==> config.mk <==
export PLATFORM = sky130hd
export DESIGN_NAME = timer_cmp_n_flat
export DESIGN_NICKNAME = d
export VERILOG_FILES = /design/src/rtl/timer_cmp_n_if.sv /design/src/rtl/timer_cmp_n.sv /design/src/flat_wrapper.sv
export SDC_FILE = /design/constraint.sdc
export NUM_CORES = 1
export LEC_CHECK = 0
export BUFFER_PORTS_ARGS = -buffer_cell sky130_fd_sc_hd__buf_2
export CAP_MARGIN = 10
export CORE_MARGIN = 10
export CORE_UTILIZATION = 53
export DETAILED_ROUTE_END_ITERATION = 10
export PLACE_DENSITY = 0.91
export SYNTH_ARGS = -nofsm -noshare
export SYNTH_HDL_FRONTEND = slang
export SYNTH_SLANG_ARGS = --single-unit
==> constraint.sdc <==
create_clock -name clk -period 6.11 [get_ports clk]
set_input_delay 1.833 -clock clk [delete_from_list [all_inputs] [get_ports clk]]
set_output_delay 1.833 -clock clk [all_outputs]
set_load 0.01 [all_outputs]
==> src/rtl/timer_cmp_n_if.sv <==
// Load/clear strobes and registered counter/compare/event outputs of timer_cmp_n.
// The master drives the strobes and load values; the slave (the timer) drives the vout_* signals.
interface timer_cmp_n_if #(
    parameter int N = 32
);
    logic         en;
    logic         ld_cnt;
    logic [N-1:0] vin_cnt;
    logic         ld_cmp;
    logic [N-1:0] vin_cmp;
    logic         clr;
    logic [N-1:0] vout_cnt;
    logic [N-1:0] vout_cmp;
    logic         vout_match;
    logic         vout_irq;
    logic         vout_wrap;

    // Strobes are level-sampled on every rising edge; there is no back-pressure.
    modport master (
        output en, ld_cnt, vin_cnt, ld_cmp, vin_cmp, clr,
        input  vout_cnt, vout_cmp, vout_match, vout_irq, vout_wrap
    );

    modport slave (
        input  en, ld_cnt, vin_cnt, ld_cmp, vin_cmp, clr,
        output vout_cnt, vout_cmp, vout_match, vout_irq, vout_wrap
    );
endinterface

==> src/rtl/timer_cmp_n.sv <==
// Free-running N-bit counter with a loadable compare register.
// Turns cnt == cmp into a one-cycle match pulse, a sticky irq flag and a wrap pulse.
module timer_cmp_n #(
    parameter int           N           = 32,
    parameter logic [N-1:0] M           = '0,
    parameter bit           AUTO_RELOAD = 1'b0
) (
    input  logic         clk,
    input  logic         rst_n,
    timer_cmp_n_if.slave bus
);
    logic [N-1:0] cnt;
    logic [N-1:0] cmp;
    logic [N-1:0] cnt_next;
    logic         hit;
    logic         hit_q;
    logic         match;
    logic         irq;
    logic         wrap;
    logic         wrap_next;
    logic         reload;

    assign hit    = (cnt == cmp);
    // hit_q resets to 1 so that leaving reset with cnt == cmp is not an entry event.
    assign match  = hit & ~hit_q;
    assign reload = bus.en & AUTO_RELOAD & hit;

    always_comb begin
        cnt_next  = cnt;
        wrap_next = 1'b0;
        if (bus.ld_cnt) begin
            cnt_next = bus.vin_cnt;
        end else if (reload) begin
            cnt_next = '0;
        end else if (bus.en) begin
            cnt_next  = cnt + N'(1);
            wrap_next = (cnt == {N{1'b1}});
        end
    end

    always_ff @(posedge clk or negedge rst_n) begin
        if (!rst_n) begin
            cnt   <= '0;
            cmp   <= M;
            hit_q <= 1'b1;
            irq   <= 1'b0;
            wrap  <= 1'b0;
        end else begin
            cnt   <= cnt_next;
            hit_q <= hit;
            wrap  <= wrap_next;
            if (bus.ld_cmp) begin
                cmp <= bus.vin_cmp;
            end
            // A match in the same cycle as clr wins, so no event is dropped.
            if (match) begin
                irq <= 1'b1;
            end else if (bus.clr) begin
                irq <= 1'b0;
            end
        end
    end

    assign bus.vout_cnt   = cnt;
    assign bus.vout_cmp   = cmp;
    assign bus.vout_match = match;
    assign bus.vout_irq   = irq;
    assign bus.vout_wrap  = wrap;
endmodule

==> src/flat_wrapper.sv <==
// flat-port wrapper written by rule: the top's interface ports become plain ports
module timer_cmp_n_flat 
#(
    parameter int           N           = 32,
    parameter logic [N-1:0] M           = '0,
    parameter bit           AUTO_RELOAD = 1'b0
)
  (clk, rst_n, bus_en, bus_ld_cnt, bus_vin_cnt, bus_ld_cmp, bus_vin_cmp, bus_clr, bus_vout_cnt, bus_vout_cmp, bus_vout_match, bus_vout_irq, bus_vout_wrap);
  timer_cmp_n_if #(.N(N)) bus_i ();
  input  logic clk;
  input  logic rst_n;
  input wire logic [$bits(bus_i.en)-1:0] bus_en;
  input wire logic [$bits(bus_i.ld_cnt)-1:0] bus_ld_cnt;
  input wire logic [$bits(bus_i.vin_cnt)-1:0] bus_vin_cnt;
  input wire logic [$bits(bus_i.ld_cmp)-1:0] bus_ld_cmp;
  input wire logic [$bits(bus_i.vin_cmp)-1:0] bus_vin_cmp;
  input wire logic [$bits(bus_i.clr)-1:0] bus_clr;
  output wire logic [$bits(bus_i.vout_cnt)-1:0] bus_vout_cnt;
  output wire logic [$bits(bus_i.vout_cmp)-1:0] bus_vout_cmp;
  output wire logic [$bits(bus_i.vout_match)-1:0] bus_vout_match;
  output wire logic [$bits(bus_i.vout_irq)-1:0] bus_vout_irq;
  output wire logic [$bits(bus_i.vout_wrap)-1:0] bus_vout_wrap;
  assign bus_i.en = bus_en;
  assign bus_i.ld_cnt = bus_ld_cnt;
  assign bus_i.vin_cnt = bus_vin_cnt;
  assign bus_i.ld_cmp = bus_ld_cmp;
  assign bus_i.vin_cmp = bus_vin_cmp;
  assign bus_i.clr = bus_clr;
  assign bus_vout_cnt = bus_i.vout_cnt;
  assign bus_vout_cmp = bus_i.vout_cmp;
  assign bus_vout_match = bus_i.vout_match;
  assign bus_vout_irq = bus_i.vout_irq;
  assign bus_vout_wrap = bus_i.vout_wrap;
  timer_cmp_n #(.N(N), .M(M), .AUTO_RELOAD(AUTO_RELOAD)) u_core (.clk(clk), .rst_n(rst_n), .bus(bus_i));
endmodule
==> summary.txt, run 1 <==
Synth
  – Cell area after synthesis: roughly 3700 sq um
  – Compound-cell area share of the yosys netlist: 8.64%
  – Mapped Cells: 358
  – Syn avg cell area: 10.2 sq um
  – Mux cell area share after synthesis: between 10% and 20%
  – Flops & latches, synth: 67
  – Main combinational cell family by area after synthesis: simple AND/OR/NAND/NOR gates
  – Adder-Cell Fraction of Synth Area: less than 1%
  – Synth Area in Simple Gates: 20.1%
  – Syn Nets: 429
  – Synthesis warning total: 0
  – Post-synthesis sequential area ratio: 45.8%
  – Cell variety after synth: 39
  – Xor/xnor share of the synthesized area: ~11%

Place
  – Cells after DPL: 550
  – Dpl hpwl: 8690 um
  – Number of port buffers: 136
  – Final Wtd Congestion: 0.868

Critical path
  – Cell Chain, Critical Path: xor2_1 > nor4_1 > nand4_1 > nor4_1 > buf_2
  – Slowest cell on the critical path: dfrtp_1
  – Worst r2r path cells: 5
  – R2r endpoint: u_core.bus.vout_cnt[26]$_DFFE_PN0P_
  – Reg-to-reg startpoint: u_core.bus.vout_cnt[1]$_DFFE_PN0P_
  – CP Capture Type: output pin
  – Required time of the critical path: 4.28 ns
  – Crit start category: flip-flop
  – Crit-path max FO: 8
  – Max incr delay on CP: 0.51 ns
  – Setup CP Type: flip-flop to output pin
  – Reg2Reg Setup Slack: 3.69 ns
  – Worst EP arrival: around 2.1 ns
  – Top cell by count, worst path: nor4_1

Route
  – Vias per inst: about 6
  – Initial DRC count: about 230
  – Final antenna-violating net count: 0
  – Total Wirelength: 11300 um
  – DRC: 0
  – Wire length per cell: about 20 um
  – Met1 wire length: approximately 4400 um
  – 1st-pass router iterations: 5
  – Wire length on met3: 1370 um
  – Met2 routed WL: ~5300 um
  – Highest metal used: met4
  – Vias after detailed routing: 3352

STA
  – Fin. max-slew vios: 0
  – Unrepaired setup endpoints after global routing: false
  – Final Cycle Share: 64.0%
  – Max Fclk: 0.256 GHz
  – Minimum clock period: between 3 and 4 ns
  – Final setup viols: 0
  – Relative slew slack: 42.7%
  – Clock Skew: 0.00719 ns
  – Slew @ Worst Pin: ~0.86 ns
  – Endpoints failing hold: 0
  – Post-Route Setup TNS: 0 ns

Global routing
  – Grt total ovfl: 0
  – Antenna violations before repair: 0
  – First-pass GRT wire length: 17900 um
  – Number of global-route vias before repair: ~3500
  – GRT Util Overall: 21.6%
  – Largest net degree at the start of global routing: 68

Layout
  – Post-layout nets: 552
  – Ant diodes: 0
  – Area Growth Syn to Fin: 23.4%
  – Layout cell share with drive strength beyond 1: 39.1%
  – Post-Layout Cell Count: between 500 and 600

Floorplan
  – # IOs: 137
  – Rows: 30
  – Initial Utilization: 54.2%
  – Core area: 6760 sq um
  – Die Wd: 103 um
  – Die Area: 10600 sq um
  – Die Ht: 103 um

Clock tree
  – Number of buffers created by CTS: 9
  – Root Driver: clkbuf_8
  – Worst skew pair latency: 0.35 ns
  – Clock sink count: 67
  – H-tree depth: 3
  – Hold Buf Count CTS: 0
  – Clk slew on worst S/H paths: 0.07 ns
  – Max Root-Sink Buffers: 2
  – Setup repair bufs after CTS: 0
  – Cts repair resizes: 0
  – CTS tree: yes

Power and ir drop
  – Clock power share: 32.0%
  – Psw: approximately 0.00036 W
  – Seq pwr share: 48.3%
  – Power share of the combinational group: 19.7%
  – Internal power: 0.000791 W
  – Leak: 1.99 nW
  – Maximum VDD drop: approximately 0.18 mV
  – Power Density: 255 nW/um^2
  – Switching Fraction: 31.4%

Run
  – Max-capacitance violation count: 0

Worst hold path
  – Hold Crit Start: u_core.bus.vout_irq$_DFFE_PN0P_
  – Worst hold endpoint: u_core.bus.vout_irq$_DFFE_PN0P_
  – Hold path cells: 2
  – Worst hold path class: flip-flop to flip-flop

Run status
  – Status: complete, no violations
==> sequential cells by signal, indices dropped and copies added (netlist names) <==
| name | flops |
|---|---|
| u_core.hit_q | 1 |
| u_core.bus.vout_cnt | 32 |
| u_core.bus.vout_cmp | 32 |
| u_core.bus.vout_irq | 1 |
| u_core.bus.vout_wrap | 1 |
==> synth_stat cells (all sizes together) <==
cell type / instances / area (sq um)
dfrtp: 66 / 1650
xor2: 37 / 324
mux2: 32 / 360
nand2: 27 / 101
clkbuf: 18 / 81.3
nand3: 17 / 85.1
o21ai: 17 / 85.1
nor2: 16 / 60.1
a31oi: 15 / 93.8
nor4: 15 / 93.8
nand4: 14 / 109
o31ai: 14 / 105
or4: 13 / 101
xnor2: 8 / 70.1
buf: 7 / 46.3
and3: 6 / 38.8
nor3: 6 / 30.0
inv: 5 / 18.8
and4: 3 / 26.3
nand2b: 3 / 18.8
nor2b: 3 / 18.8
or3: 3 / 18.8
a22oi: 2 / 15.0
and2: 2 / 12.5
mux2i: 2 / 20.0
o41ai: 2 / 17.5
or2: 2 / 12.5
dfstp: 1 / 26.3
ha: 1 / 12.5
nand4b: 1 / 8.76
==> how the worst max path moves through the flow <==
stage | startpoint | to | slack [ns] | cells after the start
2_1_floorplan | u_core.bus.vout_cnt[6]$_DFFE_PN0P_ | bus_vout_match | 2.75 | 5
3_3_place_gp | u_core.bus.vout_cnt[2]$_DFFE_PN0P_ | bus_vout_match | 2.60 | 5
3_5_place_dp | bus_en | u_core.bus.vout_cnt[19]$_DFFE_PN0P_ | 2.61 | 5
4_1_cts | u_core.bus.vout_cnt[2]$_DFFE_PN0P_ | bus_vout_match | 2.23 | 5
5_1_grt | u_core.bus.vout_cnt[2]$_DFFE_PN0P_ | bus_vout_match | 2.13 | 5
6_report | u_core.bus.vout_cnt[2]$_DFFE_PN0P_ | bus_vout_match | 2.20 | 5
==> metal layers <==
metal | global-route usage (%) | up-vias
met4 | 8.45 | 0
met3 | 8.71 | 32
met1 | 26.1 | 1547
met2 | 33.9 | 210
met5 | 0 | -
li1 | - | 1563
==> area by class of cell <==
class / count / area, sq um
fillers: 537 / 2240
multi-input cells: 261 / 1840
flip-flops and latches: 67 / 1680
repair buffers: 137 / 688
clock buffers: 12 / 145
well taps: 80 / 100
clock inverters: 4 / 50.0
inverters: 5 / 18.8
==> through the flow <==
step | setup slack (ns) | hold WS (ns) | util, % | power (W) | area [sq um]
floorplan | 2.75 | 0.516 | - | 0.000677 | 3660
global placement | 2.60 | 0.482 | 64.0 | 0.000781 | 4320
detailed placement | 2.61 | 0.487 | 64.0 | 0.000791 | 4320
CTS | 2.23 | 0.503 | 66.9 | 0.00116 | 4520
global route | 2.13 | 0.537 | 66.9 | 0.00121 | 4520
finish | 2.20 | 0.490 | 66.9 | 0.00115 | 4520
==> cells in the final DEF (no fill, tap or decap), types with 5 or more instances in the layout <==
master,n
buf_2,136
dfrtp_1,66
xor2_1,37
mux2_2,32
nand2_1,27
nand3_1,17
o21ai_0,17
nor2_1,16
nor4_1,15
a31oi_1,15
o31ai_1,14
nand4_1,12
or4_1,12
clkbuf_8,10
xnor2_1,8
nor3_1,6
and3_1,5
inv_1,5
==> power by group through the flow <==
stage,Combinational (W),Clock (W),Sequential (W)
after detailed placement,0.000228,0,0.000563
after global routing,0.000254,0.000395,0.000564
after global placement,0.000221,0,0.000560
final,0.000227,0.000369,0.000557
after CTS,0.000230,0.000371,0.000556
after floorplan,0.000119,0,0.000558
==> kinds of logic (layout without fill, tap and decap cells) <==
logic type	count (synthesis)	in the layout
flip-flops	67	67
multiplexers	34	34
adder cells (fa/ha/maj)	1	1
AO/OA/AOI/OAI	50	50
XOR/XNOR	45	45
AND/OR/NAND/NOR	131	131
buffers and inverters	30	158
==> critical path: cells and delay by family, from the launching register on <==
kind / cells / cell delay [ns]
flops: 1 / 0.51
simple gates: 3 / 0.82
buf+inv: 1 / 0.19
xor+xnor: 1 / 0.21
Power figures use the tool's default switching activity.
==> run 2, diff against run 1 <==
ABC_AREA = 1   (was unset)
CORE_UTILIZATION = 51   (was 53)
PLACE_DENSITY = 0.87   (was 0.91)
clock period = 3.7 ns   (was 6.11 ns; I/O delays follow)
==> summary.txt, run 2 <==
Run status
  – Status: complete, no violations

Layout
  – Post-route cell area: 4990 sq um (+11%)
  – Commonest cells after routing, fill and taps aside: 177 x nand2_1, 136 x buf_2, 66 x dfrtp_1, 53 x inv_1
  – Layout cell share with drive strength beyond 1: 28.7% (-10 points)
  – Commonest non-fill, non-tap cell in the layout: nand2_1
  – Area Growth Syn to Fin: 24.5%
  – Post-layout nets: 731 (+32%)
  – Post-Layout Cell Count: 767 (+36%)
  – Ant diodes: 0 (unchanged)
  – Number of fill cells: 712 (+33%)

Power and ir drop
  – Internal power: 0.00139 W (+76%)
  – Seq pwr share: 44.7% (-3.6 points)
  – Total power: 0.00204 W (+76%)
  – Switching Fraction: 31.7% (+0.22 points)
  – Clock power share: 33.7% (+1.7 points)
  – Power share of the combinational group: 21.6% (+1.9 points)
  – Psw: 0.000645 W (+78%)
  – Maximum VDD drop: 0.262 mV (+48%)
  – Power Density: 408 nW/um^2 (+60%)
  – Leak: 2.50 nW (+25%)

Clock tree
  – Clock sink count: 67 (unchanged)
  – Setup repair bufs after CTS: 0 (unchanged)
  – Number of buffers created by CTS: 9 (unchanged)
  – Worst skew pair latency: 0.35 ns (about the same)
  – Cts repair resizes: 0 (unchanged)
  – Hold Buf Count CTS: 0 (unchanged)
  – Root Driver: clkbuf_8
  – H-tree depth: 3 (unchanged)
  – Clk slew on worst S/H paths: 0.07 ns (about the same)
  – CTS tree: yes
  – Max Root-Sink Buffers: 2 (unchanged)

Route
  – DRC: 0 (unchanged)
  – 1st-pass router iterations: 6 (+1)
  – Total Wirelength: 12500 um (+10%)
  – Wire length per cell: 16.3 um (-19%)
  – Final antenna-violating net count: 0 (unchanged)
  – Initial DRC count: 275 (+18%)
  – Vias per inst: 5.26 (-11%)
  – Vias after detailed routing: 4032 (+20%)

Run
  – Max-capacitance violation count: 0 (unchanged)

Floorplan
  – Die Wd: 109 um (+5.4%)
  – Core area: 7690 sq um (+14%)
  – Die Ht: 109 um (+5.4%)
  – # IOs: 137 (unchanged)
  – Die Area: 11800 sq um (+11%)
  – Initial Utilization: 52.2% (-2.0 points)
  – Rows: 32 (+6.7%)

Synth
  – Area leader, netlist: dfrtp_1
  – Syn Nets: 600 (+40%)
  – Commonest register cell after synthesis: dfrtp_1
  – Top cells by area, synth: dfrtp_1 41%, nand2_1 17%, inv_1 5.0%
  – Async set-reset flop share out of synthesis: 100% (unchanged)
  – Flops & latches, synth: 67 (unchanged)
  – Post-synthesis sequential area ratio: 41.8% (-4.0 points)
  – Cell area after synthesis: 4010 sq um (+9.5%)
  – Post-synth EDFFs: 0 (unchanged)
  – Cell variety after synth: 25 (-36%)
  – Syn avg cell area: 7.59 sq um (-26%)
  – Synth top cells by count: 177 x nand2_1, 66 x dfrtp_1, 53 x inv_1, 38 x nor2_1, 37 x nand3_1
  – Synthesis warning total: 0 (unchanged)
  – Top-count cell post-synth: nand2_1
  – Top-area cell type share of the netlist area: 41.2% (-3.9 points)
  – Mapped Cells: 529 (+48%)

Critical path
  – Worst EP arrival: 1.92 ns (-0.16 ns)
  – CP Capture Type: output pin
  – Buf+Inv Stages, Crit Path: 3 (+2)
  – Delay-heaviest family, CP: simple AND/OR/NAND/NOR gates
  – Cell Chain, Critical Path: inv_1 > nand2_1 > nand2_1 > nand2_1 > nor2_1 > nand2_1 > nor2_1 > nand3_1 > inv_1 > buf_2
  – Top cell by count, worst path: nand2_1
  – Required time of the critical path: 2.59 ns (-1.69 ns)
  – Crit start category: flip-flop
  – Setup CP Type: flip-flop to output pin
  – Max incr delay on CP: 0.48 ns (-0.03 ns)
  – Reg2Reg Setup Slack: 1.89 ns (-1.80 ns)
  – Crit-path max FO: 7 (-1)
  – Slowest cell on the critical path: dfrtp_1

Place
  – Dpl hpwl: 9740 um (+12%)
  – Cells after DPL: 751 (+37%)
  – Area post-placement: 4780 sq um (+10%)
  – Final Wtd Congestion: 0.926 (+6.7%)
  – Number of port buffers: 136 (unchanged)

STA
  – Final setup viols: 0 (unchanged)
  – Relative slew slack: 44.3% (+1.6 points)
  – Slew @ Worst Pin: 0.836 ns (-0.0239 ns)
  – Unrepaired setup endpoints after global routing: false
  – Post-Route Setup TNS: 0 ns (unchanged)
  – Endpoints failing hold: 0 (unchanged)
  – Fin. max-slew vios: 0 (unchanged)
  – Minimum clock period: 3.03 ns
  – Clock Skew: 0.00883 ns (+0.00163 ns)
  – Max Fclk: 0.330 GHz
  – Final Cycle Share: roughly four fifths

Global routing
  – Number of global-route vias before repair: 4059 (+16%)
  – Antenna violations before repair: 0 (unchanged)
  – Grt total ovfl: 0 (unchanged)
  – GRT Util Overall: 20.9% (-0.77 points)
  – Largest net degree at the start of global routing: 48 (-29%)
  – First-pass GRT wire length: 19600 um (+9.5%)

Worst hold path
  – Worst hold path class: flip-flop to flip-flop
run 2: changes by cell type after synthesis, sizes merged, moves of 20 or more:
| cell | delta |
|---|---|
| nand2 | +155 |
| inv | +49 |
| nor2 | +35 |
| xor2 | -27 |
| a22oi | +20 |
| nand3 | +20 |
run 2: cell families (layout without fill, tap and decap cells):
logic type	Yosys count	after routing	synth area share (%)
XOR/XNOR	32	32	6.98
AND/OR/NAND/NOR	280	280	30.1
multiplexers	17	17	4.77
AO/OA/AOI/OAI	59	59	8.95
adder cells (fa/ha/maj)	1	1	0.312
buffers and inverters	73	209	7.11
flip-flops	67	67	41.8
run 2: power groups by stage:
stage	registers (W)	logic, W	clock network (W)
2_1_floorplan	0.000924	0.000237	0
3_3_place_gp	0.000916	0.000428	0
3_5_place_dp	0.000922	0.000441	0
4_1_cts	0.000908	0.000445	0.000690
5_1_grt	0.000922	0.000492	0.000723
6_report	0.000910	0.000440	0.000686
run 2: cell type report:
type | instances | area [sq um] | share of cell area (%)
Tap cell | 102 | 128 | 2.56
Clock inverter | 4 | 73.8 | 1.48
Inverter | 54 | 203 | 4.06
Clock buffer | 12 | 145 | 2.91
Timing Repair Buffer | 139 | 716 | 14.3
Sequential cell | 67 | 1680 | 33.6
Multi-Input combinational cell | 389 | 2050 | 41.1
run 2: path summary, 6_finish.rpt:
kind	from	end	cells past startpoint
max reg2reg	u_core.bus.vout_cnt[1]$_DFFE_PN0P_	u_core.bus.vout_cnt[24]$_DFFE_PN0P_	9
max	u_core.bus.vout_cnt[27]$_DFFE_PN0P_	bus_vout_match	10
min	u_core.bus.vout_irq$_DFFE_PN0P_	u_core.bus.vout_irq$_DFFE_PN0P_	2
max in group asynchronous	rst_n	u_core.bus.vout_cmp[27]$_DFFE_PN0P_	2
min in group asynchronous	rst_n	u_core.bus.vout_cmp[3]$_DFFE_PN0P_	1
min reg2reg	u_core.bus.vout_irq$_DFFE_PN0P_	u_core.bus.vout_irq$_DFFE_PN0P_	2
run 2: through the flow:
step	setup WS (ns)	hold slack [ns]	util, %
after floorplan	1.39	0.512	-
after global placement	1.03	0.463	62.1
after detailed placement	0.917	0.494	62.1
after CTS	0.633	0.512	65.0
after global routing	0.465	0.545	65.0
final	0.669	0.502	65.0
run 2: worst register-to-register path, cell delays in order, from the launching register on:
cell	delay (ns)
dfrtp_1	0.47
ha_1	0.21
nand2_1	0.10
nor2_4	0.15
nand2_2	0.16
nor2_4	0.18
nand2_2	0.12
xor2_1	0.16
nand2_1	0.07
nand2_1	0.06
run 2: metal layers:
layer	track usage, %	vias up	part of all wire, %
met2	33.8	165	48
met3	5.49	36	7.1
li1	-	1955	-
met4	10.9	0	3.6
met1	25.0	1876	41
met5	0	-	0
